**config.mk**
```make
export PLATFORM = sky130hd
export DESIGN_NAME = clk_div_multi
export DESIGN_NICKNAME = d
export VERILOG_FILES = /design/src/rtl/clk_div_pkg.sv /design/src/rtl/clk_div_multi_chan.sv /design/src/rtl/clk_div_multi.sv
export SDC_FILE = /design/constraint.sdc
export NUM_CORES = 1
export LEC_CHECK = 0
export ABC_AREA = 1
export CAP_MARGIN = 20
export CORE_MARGIN = 3
export CORE_UTILIZATION = 58
export DETAILED_ROUTE_END_ITERATION = 12
export PLACE_DENSITY = 0.8
export SLEW_MARGIN = 15
export SYNTH_ARGS = -nofsm -noshare
export SYNTH_HDL_FRONTEND = slang
export SYNTH_SLANG_ARGS = --single-unit
```
**constraint.sdc**
```tcl
create_clock -name clk_i -period 3.4 [get_ports clk_i]
set_input_delay 0.85 -clock clk_i [delete_from_list [all_inputs] [get_ports clk_i]]
set_output_delay 0.85 -clock clk_i [all_outputs]
set_load 0.1 [all_outputs]
```
**src/rtl/clk_div_pkg.sv**
```systemverilog
// Shared constants and helpers for the multi-channel clock divider.
// Optional build macro (used by clk_div_multi): CLK_DIV_MULTI_SYNC_EN.
package clk_div_pkg;

  localparam int CNT_W_DEF   = 11;
  localparam int DEF_DIV_DEF = 10;

  // Board clock feeding every divider channel.
  localparam int unsigned CLK_HZ = 50_000_000;

  // What a channel does in a given cycle; resolved once per cycle, in priority order.
  typedef enum logic [1:0] {
    MODE_IDLE = 2'd0,  // channel disabled: counter parked at 0
    MODE_SYNC = 2'd1,  // global phase-align pulse
    MODE_TERM = 2'd2,  // terminal count reached
    MODE_RUN  = 2'd3   // counting up
  } chan_mode_e;

  // Divisor that gives a divided clock of f_hz from CLK_HZ.
  // A half period spans div+1 input cycles, hence the -1.
  function automatic int unsigned div_for_hz(input int unsigned f_hz);
    int unsigned half_cycles;
    half_cycles = CLK_HZ / (2 * f_hz);
    div_for_hz  = (half_cycles == 0) ? 0 : half_cycles - 1;
  endfunction

endpackage

```
**src/rtl/clk_div_multi_chan.sv**
```systemverilog
// One divider channel: up-counter against an active divisor, with a
// pending-divisor register so that a new divisor only takes effect on
// a period boundary (counter back at 0).
module clk_div_chan
  import clk_div_pkg::*;
#(
  parameter int CNT_W   = CNT_W_DEF,
  parameter int DEF_DIV = DEF_DIV_DEF
) (
  input  logic             clk_i,
  input  logic             rst_i,
  input  logic             en_i,
  input  logic             load_i,
  input  logic             sync_i,
  input  logic [CNT_W-1:0] div_i,
  output logic             clk_o,
  output logic             tick_o,
  output logic             pend_o
);

  localparam logic [CNT_W-1:0] DEF_DIV_V = CNT_W'(DEF_DIV);

  logic [CNT_W-1:0] cnt_q, cnt_d;
  logic [CNT_W-1:0] div_act_q, div_act_d;
  logic [CNT_W-1:0] div_pend_q, div_pend_d;
  logic             pend_q, pend_d;
  logic             clk_q, clk_d;
  logic             tick_q, tick_d;
  logic             term_cnt;
  chan_mode_e       mode;

  // Decide what this cycle is: disabled, sync, terminal count or plain count.
  always_comb begin
    term_cnt = (cnt_q == div_act_q);
    mode     = MODE_RUN;
    if (!en_i) begin
      mode = MODE_IDLE;
    end else if (sync_i) begin
      mode = MODE_SYNC;
    end else if (term_cnt) begin
      mode = MODE_TERM;
    end
  end

  // Next-state for counter, divisors and outputs.
  always_comb begin
    cnt_d      = cnt_q;
    div_act_d  = div_act_q;
    div_pend_d = div_pend_q;
    pend_d     = pend_q;
    clk_d      = clk_q;
    tick_d     = 1'b0;

    unique case (mode)
      MODE_IDLE: begin
        // Stopped: no period in flight, so a divisor can switch straight away.
        cnt_d = '0;
        if (load_i) begin
          div_act_d  = div_i;
          div_pend_d = div_i;
          pend_d     = 1'b0;
        end else if (pend_q) begin
          div_act_d = div_pend_q;
          pend_d    = 1'b0;
        end
      end
      MODE_SYNC: begin
        // Restart the period from a known phase; no tick for this cycle.
        cnt_d = '0;
        clk_d = 1'b0;
        if (pend_q) begin
          div_act_d = div_pend_q;
          pend_d    = 1'b0;
        end
      end
      MODE_TERM: begin
        cnt_d  = '0;
        clk_d  = ~clk_q;
        tick_d = 1'b1;
        if (pend_q) begin
          div_act_d = div_pend_q;
          pend_d    = 1'b0;
        end
      end
      default: begin
        cnt_d = cnt_q + 1'b1;
      end
    endcase

    // A load while running always parks in div_pend; it overrides the
    // clear above, so a load coincident with terminal count waits a period.
    if (load_i && en_i) begin
      div_pend_d = div_i;
      pend_d     = 1'b1;
    end
  end

  // State registers, cleared asynchronously.
  always_ff @(posedge clk_i or posedge rst_i) begin
    if (rst_i) begin
      cnt_q      <= '0;
      div_act_q  <= DEF_DIV_V;
      div_pend_q <= DEF_DIV_V;
      pend_q     <= 1'b0;
      clk_q      <= 1'b0;
      tick_q     <= 1'b0;
    end else begin
      cnt_q      <= cnt_d;
      div_act_q  <= div_act_d;
      div_pend_q <= div_pend_d;
      pend_q     <= pend_d;
      clk_q      <= clk_d;
      tick_q     <= tick_d;
    end
  end

  assign clk_o  = clk_q;
  assign tick_o = tick_q;
  assign pend_o = pend_q;

endmodule

```
**src/rtl/clk_div_multi.sv**
```systemverilog
// Multi-channel programmable clock divider (top level).
// Build macro CLK_DIV_MULTI_SYNC_EN adds sync_i, a one-cycle pulse that
// phase-aligns all enabled channels; without it channels free-run.
module clk_div_multi
  import clk_div_pkg::*;
#(
  parameter int NCH     = 2,
  parameter int CNT_W   = CNT_W_DEF,
  parameter int DEF_DIV = DEF_DIV_DEF
) (
  input  logic                 clk_i,
  input  logic                 rst_i,
`ifdef CLK_DIV_MULTI_SYNC_EN
  input  logic                 sync_i,
`endif
  input  logic [NCH-1:0]       en_i,
  input  logic [NCH-1:0]       load_i,
  input  logic [NCH*CNT_W-1:0] div_i,
  output logic [NCH-1:0]       clk_o,
  output logic [NCH-1:0]       tick_o,
  output logic [NCH-1:0]       pend_o
);

  logic sync_w;

`ifdef CLK_DIV_MULTI_SYNC_EN
  assign sync_w = sync_i;
`else
  assign sync_w = 1'b0;
`endif

  // One independent divider per channel, each fed its own divisor slice.
  for (genvar k = 0; k < NCH; k++) begin : g_chan
    clk_div_chan #(
      .CNT_W   (CNT_W),
      .DEF_DIV (DEF_DIV)
    ) u_chan (
      .clk_i  (clk_i),
      .rst_i  (rst_i),
      .en_i   (en_i[k]),
      .load_i (load_i[k]),
      .sync_i (sync_w),
      .div_i  (div_i[k*CNT_W +: CNT_W]),
      .clk_o  (clk_o[k]),
      .tick_o (tick_o[k]),
      .pend_o (pend_o[k])
    );
  end

endmodule
```
==> flow_summary.ini <==
[power]
cellLeakagePower_nw = 2.25
peakVddDrop_mv = 0.194
power_density_nw_per_um2 = 457

[job]
maxCapViolCount = 0

[min_path]
hp-class = flip-flop to flip-flop

[clocking]
htree_levels = 3
postCtsSetupBuffers = 0
cts_tree = done
clockBufferDepth = 2
clk_latency_ns = 0.35
clockRootBuffer = clkbuf_8
clock-sinks = 72
cts.clk_slew.worst_paths_ns = 0.07
postCtsResizedCells = 0
postCtsHoldBufs = 0
cts_buffers = 9

[yosys]
ys_types = 29
avgSynthCellArea_um2 = 7.36
synth_top_family_by_area = simple AND/OR/NAND/NOR gates
synth_top_area_frac = 0.389
synth_ff_type = dfrtp_1
synth_seq_area_share = 0.440
yosys.area_share.adder = 0.00607
synth_compound_area_frac = 0.0905
yosysTopAreaCell = dfrtp_1
synthArstFlopShare = 1.00
synth_fp_nets = 590
yosysMostFrequentCell = nand2_1
synth.top_cells.by_count = nand2_1 (140), inv_1 (81), dfrtp_1 (64), o21ai_0 (64), nand3_1 (61)
synth-simple-area-share = 0.311
synth_edf_count = 0
synthMuxAreaShare = 0.00273
synth_area_leaders = dfrtp_1 (39%), nand2_1 (13%), o21ai_0 (7.8%)
synth_area_um2 = 4120
synth-xor-area-share = 0.0319
synth_cells = 560
ys_seq_elements = 72
ys_warn_count = 0

[layout]
drive_above_1_share = 0.103
antenna_cells = 0
layoutNonFillerInstCount = 681
n_fill_cell = 580
nets = 610
synthToLayoutAreaGrowth_pct = 12.5

[timing]
whs_ns = 0.486
finalHoldViolCount = 0
maxSlewViolCount = 0
finClkSkew_ns = 0.00610
clock.fmax_ghz = 0.424
rsz0062_at_grt = false
period_share = 0.693
setup_violations = 0
relSlewSlack = 0.324
period_minus_slack_ns = 2.36
tightest_slew_ns = 1.01
tns_ns = 0

[critical_path]
cp_slowest_cell = dfrtp_1
arrival_ns = 1.51
cp_top_family = flip-flops
crit_buf_inv = 1
start_kind = flip-flop
path_max_fanout = 22
crit_type = flip-flop to output port
slowest_delay_ns = 0.75
crit_chain = buf_4
cp_data_required_time_ns = 2.55
end_kind = output port

[route]
drt_pass1_iterations = 5
dr_total_vias = 3686
wl_per_cell_um = 13.8
viasPerCell = 5.41
drtAntennaViolNets = 0
drt-initial-drc-count = 177
remaining_drc_errors = 0
routed_wl_um = 9410

[placement]
dp_hpwl_um = 6450
io_buffers = 33
dp.cells = 665
globalplace.congestion = 0.860

[global_route]
antenna_found_initial = 0
gr-usage-met1 = 0.288
gr-usage-met3 = 0.0333
grtUsageTotal = 0.241
grt_pass1_vias = 3580
grt_first_pass_wirelength_um = 16000
grt_start_max_net_pins = 57
use_met2 = 0.424
grt.busiest_layer = met2
overflow = 0

[outcome]
status = finished clean

[die]
initial_core_util = 0.603
die_x_um = 90.3
rows = 30
dieArea_um2 = 8150
coreArea_um2 = 6830
ios = 34
die_y_um = 90.3
==> sequential cells by signal (all words and copies together), names as in the netlist <==
| name | cells |
|---|---|
| g_chan.u_chan.pend_o | 2 |
| g_chan.u_chan.tick_o | 2 |
| g_chan.u_chan.clk_o | 2 |
| g_chan.u_chan.cnt_q | 22 |
| g_chan.u_chan.div_act_q | 22 |
| g_chan.u_chan.div_pend_q | 22 |
==> power by group <==
group / total [mW] / switching, mW / leakage [nW] / internal, mW
Clock: 0.627 / 0.324 / 0.0894 / 0.303
Combinational: 0.473 / 0.313 / 1.26 / 0.160
Sequential: 1.02 / 0.0760 / 0.906 / 0.940
Total: 2.12 / 0.713 / 2.25 / 1.40
==> worst paths after layout <==
path,from,slack (ns),end,depth (start not counted)
min reg2reg,g_chan[0].u_chan.div_pend_q[1]$_DFFE_PP1P_,0.49,g_chan[0].u_chan.div_pend_q[1]$_DFFE_PP1P_,2
max in group asynchronous,rst_i,1.93,g_chan[1].u_chan.div_act_q[3]$_DFFE_PP1P_,3
max reg2reg,g_chan[1].u_chan.div_act_q[1]$_DFFE_PP1P_,1.35,g_chan[1].u_chan.clk_o$_DFFE_PP0P_,6
min in group asynchronous,rst_i,0.80,g_chan[0].u_chan.div_act_q[6]$_DFFE_PP0P_,2
min,g_chan[0].u_chan.div_pend_q[1]$_DFFE_PP1P_,0.49,g_chan[0].u_chan.div_pend_q[1]$_DFFE_PP1P_,2
max,g_chan[0].u_chan.pend_o$_DFFE_PP0P_,1.04,pend_o[0],1
==> metrics by stage <==
| stage | instance area, µm² | worst slack (ns) | power (mW) | util |
|---|---|---|---|---|
| 2_1_floorplan | 4120 | 0.738 | 1.38 | - |
| 3_3_place_gp | 4460 | 0.906 | 1.48 | 0.653 |
| 3_5_place_dp | 4460 | 0.858 | 1.50 | 0.653 |
| 4_1_cts | 4640 | 1.04 | 2.12 | 0.679 |
| 5_1_grt | 4640 | 0.970 | 2.23 | 0.679 |
| 6_report | 4640 | 1.04 | 2.12 | 0.679 |
==> per-layer routing <==
metal  routed length, µm  part of all wire  vias to the layer above
met2                4900              0.52                       93
met3                 338             0.036                       22
li1                    -                 -                     1816
met1                3920              0.42                     1755
met5                   0                 0                        -
met4                 255             0.027                        0
==> cell families (layout without fill, tap and decap cells) <==
family	count (synthesis)	count (layout)
AOI/OAI and AO/OA	73	73
xor gates and xnor gates	15	15
adders and majority gates	2	2
buffers and inverters	118	143
DFF	72	72
muxes	1	1
and+or+nand+nor	279	279
==> layout make-up <==
type,count,area [µm²],area share
clock inverters,3,17.5,0.00378
inverters,87,327,0.0704
flip-flops and latches,72,1810,0.391
repair buffers,40,380,0.0821
well taps,96,120,0.0259
clock buffers,13,159,0.0343
multi-input cells,370,1820,0.393
==> layout by cell type (no fill, tap or decap), types with 7 or more instances in the layout <==
master           instances
xnor2_1                 10
nand4_1                 20
buf_4                   12
nor3_1                  10
inv_2                    7
dfrtp_1                 64
inv_1                   80
dfstp_2                  8
o21ai_0                 64
a21oi_1                  7
nand2_1                140
nand3_1                 61
clkbuf_8                11
clkdlybuf4s50_1         27
nor2_1                  30
No activity file was read; power rests on OpenSTA's default activity.
